$ cat src/rtl/io_capture.sv
// io_capture: input-side sampler for the five bus pins (logic-analyzer / sniffer mode).
// Pins are double-flop synchronized, a masked pattern trigger starts the capture, and
// samples taken at a programmable rate are queued in a FIFO that the MCU drains.
// Optional feature macro: IO_CAPTURE_TIMESTAMP_EN -- when defined, each stored sample
// carries an 11-bit tick count since the trigger in rd_data[15:5]; when undefined the
// upper rd_data bits read as zero and no timestamp is stored.
module io_capture #(
  parameter int NPINS = 5,
  parameter int DEPTH = 16
) (
  input  logic                   clk,
  input  logic                   rst,
  input  logic [NPINS-1:0]       pin_in,
  input  logic                   arm,
  input  logic                   abort,
  input  logic [15:0]            div,
  input  logic [15:0]            len,
  input  logic [NPINS-1:0]       trig_mask,
  input  logic [NPINS-1:0]       trig_val,
  input  logic                   rd_en,
  output logic [15:0]            rd_data,
  output logic                   rd_valid,
  output logic                   empty,
  output logic [$clog2(DEPTH):0] level,
  output logic                   busy,
  output logic                   done,
  output logic                   overflow
);

  localparam int AW = $clog2(DEPTH);
  localparam logic [AW:0] DEPTH_V = (AW+1)'(DEPTH);
  localparam logic [AW:0] PTR_ONE = (AW+1)'(1);

`ifdef IO_CAPTURE_TIMESTAMP_EN
  localparam int TSW = 11;
  localparam int EW  = NPINS + TSW;
`else
  localparam int EW  = NPINS;
`endif

  typedef enum logic [1:0] {
    ST_IDLE    = 2'd0,
    ST_ARMED   = 2'd1,
    ST_CAPTURE = 2'd2,
    ST_DONE    = 2'd3
  } state_t;

  state_t           state_r;
  state_t           state_nxt_s;

  logic [NPINS-1:0] sync1_r;
  logic [NPINS-1:0] samp_r;
  logic [15:0]      div_cnt_r;
  logic [15:0]      cnt_r;
  logic [AW:0]      wptr_r;
  logic [AW:0]      rptr_r;
  logic [AW:0]      wptr_nxt_s;
  logic [AW:0]      rptr_nxt_s;
  logic [AW:0]      level_nxt_s;
  logic [EW-1:0]    mem_r [DEPTH];
  logic [EW-1:0]    wr_entry_s;

  logic [AW:0]      level_r;
  logic             empty_r;
  logic             overflow_r;
  logic             busy_r;
  logic             done_r;
  logic             rd_valid_r;
  logic [15:0]      rd_data_r;
  logic             busy_nxt_s;
  logic             done_nxt_s;

  logic             active_s;
  logic             tick_s;
  logic             abort_s;
  logic             arm_s;
  logic             trig_hit_s;
  logic             wr_req_s;
  logic             full_s;
  logic             pop_s;
  logic             wr_ok_s;
  logic             drop_s;
  logic [15:0]      cnt_inc_s;
  logic             last_s;

`ifdef IO_CAPTURE_TIMESTAMP_EN
  logic [TSW-1:0]   ts_r;
  logic [TSW-1:0]   ts_wr_s;
`endif

  // Control decode: tick, trigger match, accepted arm/abort, FIFO push/pop decisions.
  always_comb begin
    active_s   = (state_r == ST_ARMED) || (state_r == ST_CAPTURE);
    tick_s     = active_s && (div_cnt_r == div);
    // abort has no effect in IDLE; elsewhere it overrides everything else this cycle
    abort_s    = abort && (state_r != ST_IDLE);
    // arm is only honoured from IDLE/DONE, and a simultaneous abort suppresses it
    arm_s      = arm && !abort && ((state_r == ST_IDLE) || (state_r == ST_DONE));
    trig_hit_s = (((samp_r ^ trig_val) & trig_mask) == {NPINS{1'b0}});
    if (state_r == ST_ARMED) begin
      wr_req_s = tick_s && trig_hit_s && !abort_s;
    end else if (state_r == ST_CAPTURE) begin
      wr_req_s = tick_s && !abort_s;
    end else begin
      wr_req_s = 1'b0;
    end
    full_s    = (level_r == DEPTH_V);
    pop_s     = rd_en && !empty_r;
    // a pop in the same cycle frees the slot the new sample goes into
    wr_ok_s   = wr_req_s && (!full_s || pop_s);
    drop_s    = wr_req_s && full_s && !pop_s;
    cnt_inc_s = cnt_r + 16'd1;
    if (state_r == ST_ARMED) begin
      last_s = (len == 16'd1);
    end else begin
      last_s = (len != 16'd0) && (cnt_inc_s == len);
    end
  end

`ifdef IO_CAPTURE_TIMESTAMP_EN
  // Timestamp of the sample being written: zero for the trigger sample, +1 per tick after.
  always_comb begin
    if (state_r == ST_CAPTURE) begin
      ts_wr_s = ts_r + 11'd1;
    end else begin
      ts_wr_s = 11'd0;
    end
    wr_entry_s = {ts_wr_s, samp_r};
  end

  // Timestamp register advances with every capture tick and restarts at the trigger.
  always_ff @(posedge clk) begin
    if (rst) begin
      ts_r <= 11'd0;
    end else if (wr_req_s) begin
      ts_r <= ts_wr_s;
    end
  end
`else
  // Without timestamps a FIFO entry is just the synchronized pin vector.
  always_comb begin
    wr_entry_s = samp_r;
  end
`endif

  // Two-stage synchronizer for the asynchronous pin inputs; samp_r is the usable sample.
  always_ff @(posedge clk) begin
    if (rst) begin
      sync1_r <= {NPINS{1'b0}};
      samp_r  <= {NPINS{1'b0}};
    end else begin
      sync1_r <= pin_in;
      samp_r  <= sync1_r;
    end
  end

  // Sample-rate divider: counts 0..div while searching/capturing, wraps on each tick.
  always_ff @(posedge clk) begin
    if (rst) begin
      div_cnt_r <= 16'd0;
    end else if (arm_s) begin
      div_cnt_r <= 16'd0;
    end else if (active_s) begin
      if (tick_s) begin
        div_cnt_r <= 16'd0;
      end else begin
        div_cnt_r <= div_cnt_r + 16'd1;
      end
    end else begin
      div_cnt_r <= 16'd0;
    end
  end

  // Number of samples taken since the trigger, including the trigger sample.
  always_ff @(posedge clk) begin
    if (rst) begin
      cnt_r <= 16'd0;
    end else if (arm_s) begin
      cnt_r <= 16'd0;
    end else if (wr_req_s && (state_r == ST_ARMED)) begin
      cnt_r <= 16'd1;
    end else if (wr_req_s) begin
      cnt_r <= cnt_inc_s;
    end
  end

  // FSM state register.
  always_ff @(posedge clk) begin
    if (rst) begin
      state_r <= ST_IDLE;
    end else begin
      state_r <= state_nxt_s;
    end
  end

  // FSM next-state logic.
  always_comb begin
    state_nxt_s = state_r;
    case (state_r)
      ST_IDLE: begin
        if (arm_s) begin
          state_nxt_s = ST_ARMED;
        end else begin
          state_nxt_s = ST_IDLE;
        end
      end
      ST_ARMED, ST_CAPTURE: begin
        if (abort_s) begin
          state_nxt_s = ST_IDLE;
        end else if (wr_req_s) begin
          if (drop_s || last_s) begin
            state_nxt_s = ST_DONE;
          end else begin
            state_nxt_s = ST_CAPTURE;
          end
        end else begin
          state_nxt_s = state_r;
        end
      end
      ST_DONE: begin
        if (abort_s) begin
          state_nxt_s = ST_IDLE;
        end else if (arm_s) begin
          state_nxt_s = ST_ARMED;
        end else begin
          state_nxt_s = ST_DONE;
        end
      end
      default: begin
        state_nxt_s = ST_IDLE;
      end
    endcase
  end

  // FSM output decode, taken from the next state so the registered flags track the state.
  always_comb begin
    busy_nxt_s = 1'b0;
    done_nxt_s = 1'b0;
    case (state_nxt_s)
      ST_ARMED:   busy_nxt_s = 1'b1;
      ST_CAPTURE: busy_nxt_s = 1'b1;
      ST_DONE:    done_nxt_s = 1'b1;
      default: begin
        busy_nxt_s = 1'b0;
        done_nxt_s = 1'b0;
      end
    endcase
  end

  // Next FIFO pointers and occupancy; arm empties the FIFO.
  always_comb begin
    if (arm_s) begin
      wptr_nxt_s = {(AW+1){1'b0}};
      rptr_nxt_s = {(AW+1){1'b0}};
    end else begin
      if (wr_ok_s) begin
        wptr_nxt_s = wptr_r + PTR_ONE;
      end else begin
        wptr_nxt_s = wptr_r;
      end
      if (pop_s) begin
        rptr_nxt_s = rptr_r + PTR_ONE;
      end else begin
        rptr_nxt_s = rptr_r;
      end
    end
    level_nxt_s = wptr_nxt_s - rptr_nxt_s;
  end

  // FIFO pointers, occupancy and empty flag.
  always_ff @(posedge clk) begin
    if (rst) begin
      wptr_r  <= {(AW+1){1'b0}};
      rptr_r  <= {(AW+1){1'b0}};
      level_r <= {(AW+1){1'b0}};
      empty_r <= 1'b1;
    end else begin
      wptr_r  <= wptr_nxt_s;
      rptr_r  <= rptr_nxt_s;
      level_r <= level_nxt_s;
      empty_r <= (level_nxt_s == {(AW+1){1'b0}});
    end
  end

  // FIFO storage; on a full push+pop the write lands in the slot being read out.
  always_ff @(posedge clk) begin
    if (!rst && wr_ok_s) begin
      mem_r[wptr_r[AW-1:0]] <= wr_entry_s;
    end
  end

  // Read port: registered data with a one-cycle valid strobe; data holds between pops.
  always_ff @(posedge clk) begin
    if (rst) begin
      rd_data_r  <= 16'd0;
      rd_valid_r <= 1'b0;
    end else begin
      rd_valid_r <= pop_s;
      if (pop_s) begin
        rd_data_r <= 16'(mem_r[rptr_r[AW-1:0]]);
      end
    end
  end

  // Sticky overflow flag and registered status flags.
  always_ff @(posedge clk) begin
    if (rst) begin
      overflow_r <= 1'b0;
      busy_r     <= 1'b0;
      done_r     <= 1'b0;
    end else begin
      busy_r <= busy_nxt_s;
      done_r <= done_nxt_s;
      if (arm_s) begin
        overflow_r <= 1'b0;
      end else if (drop_s) begin
        overflow_r <= 1'b1;
      end
    end
  end

  assign rd_data  = rd_data_r;
  assign rd_valid = rd_valid_r;
  assign empty    = empty_r;
  assign level    = level_r;
  assign busy     = busy_r;
  assign done     = done_r;
  assign overflow = overflow_r;

endmodule
$ cat config.mk
export PLATFORM = sky130hd
export DESIGN_NAME = io_capture
export DESIGN_NICKNAME = d
export VERILOG_FILES = /design/src/rtl/io_capture.sv
export SDC_FILE = /design/constraint.sdc
export NUM_CORES = 1
export LEC_CHECK = 0
export BUFFER_PORTS_ARGS = -buffer_cell sky130_fd_sc_hd__buf_4
export CAP_MARGIN = 30
export CORE_ASPECT_RATIO = 0.8
export CORE_MARGIN = 2
export CORE_UTILIZATION = 64
export CTS_CLUSTER_DIAMETER = 100
export DETAILED_ROUTE_END_ITERATION = 6
export PLACE_DENSITY = 0.95
export RECOVER_POWER = 50
export SETUP_SLACK_MARGIN = 0.3
export SLEW_MARGIN = 20
export SYNTH_ARGS = -nofsm -noshare
export SYNTH_HDL_FRONTEND = slang
export SYNTH_SLANG_ARGS = --single-unit
$ cat constraint.sdc
create_clock -name clk -period 11.6 [get_ports clk]
set_clock_uncertainty 0.15 [all_clocks]
set_input_delay 1.74 -clock clk [delete_from_list [all_inputs] [get_ports clk]]
set_output_delay 1.74 -clock clk [all_outputs]
set_load 0.05 [all_outputs]
==> out/results.md <==
| Group | Result | Reported |
|---|---|---|
| run status | Outcome | finished with violations |
| run status | Failing checks | DRC |
| detailed routing | Antenna viol nets, final | 0 |
| job | Number of max-cap violations | 0 |
| worst setup path | Endpoint of the worst-slack reg-to-reg timing path | empty |
| clocking | Cts repair resizes | 0 |
| timing | Setup slack of the critical path after layout | 5.38 ns |
| detailed routing | Via density per instance | 6.61 |
| pwr | Combinational power share | 0.133 |
| cells and area | Post-layout instance area | 8390 µm² |
| pwr | Power density over the cells | 152 nW/µm² |
| placed design | Count of input and output buffers | 66 |
| pwr | Worst IR drop on VDD | 0.142 mV |
| placed design | Cell count after placement | 828 |
| logic synthesis | Count leader, synth | sky130_fd_sc_hd__edfxtp_1 |
| detailed routing | Total length of routed wires | 18400 µm |
| floorplan | Io pins | 78 |
| global routing | GRT Total Usage | 0.314 |
| worst setup path | Worst EP required | 11.78 ns |
| worst setup path | Reg2reg setup slack | 6.36 ns |
| worst setup path | CP Capture Type | flip-flop |
| cells and area | Area overhead of the layout relative to synthesis | 14.7% |
| cells and area | Fillers | 681 |
| global routing | Number of global-route vias before repair | 5424 |
| clocking | Clock root buffer | sky130_fd_sc_hd__clkbuf_16 |
| global routing | Global-route congestion overflow total | 0 |
| pwr | Internal power of the cells | 0.949 mW |
| pwr | Clock network fraction of design power | 0.417 |
| pwr | Switching Share | 0.257 |
| placed design | Total placed instance area | 7850 µm² |
| detailed routing | Detailed-router iteration count before antenna repair | 7 |
| detailed routing | Post-detailed-route wirelength per cell | 21.4 µm |
| logic synthesis | Yosys cell types | 62 |
| timing | RSZ-0062 raised after global routing | no |
| pwr | Flop pwr share | 0.450 |
| timing | Hold slack final | 0.292 ns |
| worst setup path | R2R Path Start | samp_r[0] |
| clocking | TritonCTS clock tree | built |
| worst setup path | Number of buffer and inverter instances along the worst setup path | 2 |
| cells and area | Antenna cells | 0 |
| floorplan | Die W | 124 µm |
| logic synthesis | Cells after Synth | 646 |
| timing | Setup violation total in the final timing report | 0 |
| logic synthesis | Portion of synthesized cell area occupied by the leading cell type | 0.329 |
| logic synthesis | Async set-reset flop share out of synthesis | 0 |
| timing | FMAX | 0.161 GHz |
| floorplan | Vertical die dimension | 99.6 µm |
| worst setup path | WP data arrival | 6.41 ns |
| floorplan | Core area | 11000 µm² |
| clocking | Total number of clock tree sinks | 149 |
| logic synthesis | Most frequent cells after synthesis | sky130_fd_sc_hd__edfxtp_1, sky130_fd_sc_hd__dfxtp_1, sky130_fd_sc_hd__nor2_1 |
| worst setup path | Nature of the critical path startpoint | primary input |
| logic synthesis | Dominant cells by area after synthesis | sky130_fd_sc_hd__edfxtp_1, sky130_fd_sc_hd__dfxtp_1, sky130_fd_sc_hd__mux4_2 |
| timing | Slew headroom | 0.0323 |
| timing | Share of the clock period used by the worst path | 0.536 |
| worst setup path | Maximum fanout along the worst path | 14 |
| worst hold path | Class of the most critical hold timing path | reg -> reg |
| clocking | Source-to-sink clock delay at the later pin of the worst-skew pair | 0.42 ns |
| logic synthesis | Yosys top cell by area | sky130_fd_sc_hd__edfxtp_1 |
| worst setup path | Reg2reg path depth | 15 |
| cells and area | Fraction of final layout cells sized beyond drive strength 1 | 0.167 |
| floorplan | Row count | 34 |
| floorplan | Total die area | 12300 µm² |
| clocking | TritonCTS buffer count | 17 |
| placed design | DP HPWL | 11900 µm |
| placed design | Pre-CTS setup slack | 5.30 ns |
| logic synthesis | Sequential-to-total area share from yosys stat | 0.517 |
| timing | Final hold viol count | 0 |
| pwr | Total design power | 1.28 mW |
| placed design | Final GP Congestion | 0.914 |
| global routing | Number of antenna violations at the first check in global routing | 0 |
| worst setup path | Start point of the critical path | div[7] |
| floorplan | Initial cell density of the core | 0.664 |
| cells and area | Fin cells | 861 |
| timing | Least-Margin Pin Slew | 1.45 ns |
| worst setup path | Worst setup path category | in -> reg |
| worst setup path | Critical path depth in cells | 15 |
| cells and area | Utilization of the core after routing | 0.761 |
| clocking | Number of levels in the clock H-tree | 4 |
| global routing | First-pass GRT wire length | 28800 µm |
| pwr | LEAKAGE | 2.77 nW |
| clocking | Buffers inserted by post-CTS timing repair | 0 |
| worst setup path | Max stage delay on crit path | 0.68 ns |
| clocking | Post-CTS Hold Fix Bufs | 0 |
| cells and area | Final Net Count | 773 |
| logic synthesis | Most frequently used flop master after synthesis | sky130_fd_sc_hd__edfxtp_1 |
| logic synthesis | Area of the mapped netlist | 7310 µm² |
| global routing | Maximum number of pins on one net before global-route repair | 30 |
| worst setup path | Worst path cell trace | buf_4, xor2_1, nor4_2, nand4_2, nor4bb_2, buf_4, mux2i_1, nor2_1, fa_1, xnor2_1, nand3b_1, nor4b_1, o211ai_1, mux4_2, o211ai_1 |
| detailed routing | Total via count in the routed design | 5695 |
| timing | Number of max-slew violations in the final report | 0 |
| detailed routing | DRC violation count after routing | 3 |
| detailed routing | Initial DRC Count | 765 |
| logic synthesis | Synthesis warning total | 0 |
| timing | TNS Setup | 0 ns |
| pwr | Net switching component of the power | 0.328 mW |
| worst setup path | Cell family with most CP delay | simple AND/OR/NAND/NOR gates |
| logic synthesis | Number of storage elements in the synthesis netlist | 149 |
| logic synthesis | Number of enable-type register cells in the synthesized netlist | 80 |
| clocking | Clock transition time at the flip-flop clock pins of the worst setup and hold paths | 0.06 ns |
| worst setup path | Critical Path Slowest Stage Cell | sky130_fd_sc_hd__nor4b_1 |
| clocking | Number of buffers on the longest clock path | 2 |
| worst setup path | Critical Path Sink | empty |
| logic synthesis | Mean instance size in the synthesized netlist | 11.3 µm² |
| timing | Minimum clock period after layout | 6.22 ns |
## cell type report
type | count | area [µm²] | share of cell area
inverter | 20 | 75.1 | 0.00895
multi-input combinational | 446 | 3290 | 0.392
clock buffer | 24 | 503 | 0.0600
clock inverter | 8 | 71.3 | 0.00850
sequential | 149 | 3780 | 0.451
timing repair buffer | 70 | 485 | 0.0579
tap | 144 | 180 | 0.0215
## worst reg2reg max path, delay by kind of cell (launching register included)
kind                     cells  cell delay [ns]
multiplexers                 2             0.76
flip-flops                   1             0.76
adder cells (fa/ha/maj)      1             0.50
AND/OR/NAND/NOR              4             1.28
XOR/XNOR                     2             0.41
buffers and inverters        2             0.50
AO/OA/AOI/OAI                4             0.79
## metal layers
metal	wire length [µm]	track usage	share of wire	vias up
li1	-	-	-	2468
met3	2030	0.0872	0.11	83
met4	620	0.128	0.034	0
met2	8440	0.481	0.46	449
met5	0	0	0	-
met1	7300	0.425	0.40	2695
## placed cells by master, fill, tap and decap left out, types with 5 or more instances in the layout
master,instances
sky130_fd_sc_hd__clkbuf_1,19
sky130_fd_sc_hd__o21ai_0,15
sky130_fd_sc_hd__nor3_1,11
sky130_fd_sc_hd__and3_1,6
sky130_fd_sc_hd__xnor2_1,27
sky130_fd_sc_hd__o31ai_1,6
sky130_fd_sc_hd__xor2_1,36
sky130_fd_sc_hd__nor4_1,16
sky130_fd_sc_hd__ha_1,16
sky130_fd_sc_hd__buf_4,53
sky130_fd_sc_hd__mux2i_1,5
sky130_fd_sc_hd__nor2b_1,21
sky130_fd_sc_hd__inv_1,19
sky130_fd_sc_hd__clkbuf_16,18
sky130_fd_sc_hd__conb_1,11
sky130_fd_sc_hd__a21oi_1,24
sky130_fd_sc_hd__nor2_1,65
sky130_fd_sc_hd__dfxtp_1,69
sky130_fd_sc_hd__nand3_1,18
sky130_fd_sc_hd__nand4_1,11
sky130_fd_sc_hd__edfxtp_1,80
sky130_fd_sc_hd__mux4_2,26
sky130_fd_sc_hd__nand2_1,45
sky130_fd_sc_hd__nand2b_1,7
sky130_fd_sc_hd__or4_1,6
sky130_fd_sc_hd__o211ai_1,5
sky130_fd_sc_hd__or3_1,8
## state kept, by name (all words and copies together) (netlist names), 2 cells and up
| register | flops |
|---|---|
| samp_r | 5 |
| rptr_r | 5 |
| cnt_r | 16 |
| level | 5 |
| state_r | 2 |
| wptr_r | 5 |
| sync1_r | 5 |
| rd_data | 5 |
| div_cnt_r | 16 |
| mem_r | 80 |
## worst min-delay path by stage
stage                     startpoint        end  slack [ns]  depth (start not counted)
final                     sync1_r[4]  samp_r[4]        0.29                          1
after global routing      sync1_r[4]  samp_r[4]        0.30                          1
after CTS                 sync1_r[4]  samp_r[4]        0.29                          1
after detailed placement  sync1_r[4]  samp_r[4]        0.27                          1
after global placement    sync1_r[0]  samp_r[0]        0.27                          1
after floorplan           sync1_r[0]  samp_r[0]        0.26                          1
## kinds of logic after synthesis
family	synth area share
AO/OA/AOI/OAI	0.0750
XOR/XNOR	0.0755
other	0.000513
buffers and inverters	0.0385
multiplexers	0.0885
flip-flops	0.517
AND/OR/NAND/NOR	0.175
adder cells (fa/ha/maj)	0.0301
## power groups by stage
stage / registers, mW / logic, mW / clock network, mW
finish: 0.575 / 0.170 / 0.533
CTS: 0.576 / 0.173 / 0.531
floorplan: 0.613 / 0.0933 / 0
global placement: 0.585 / 0.162 / 0
detailed placement: 0.587 / 0.170 / 0
global route: 0.576 / 0.180 / 0.556
Power figures use the tool's default switching activity.
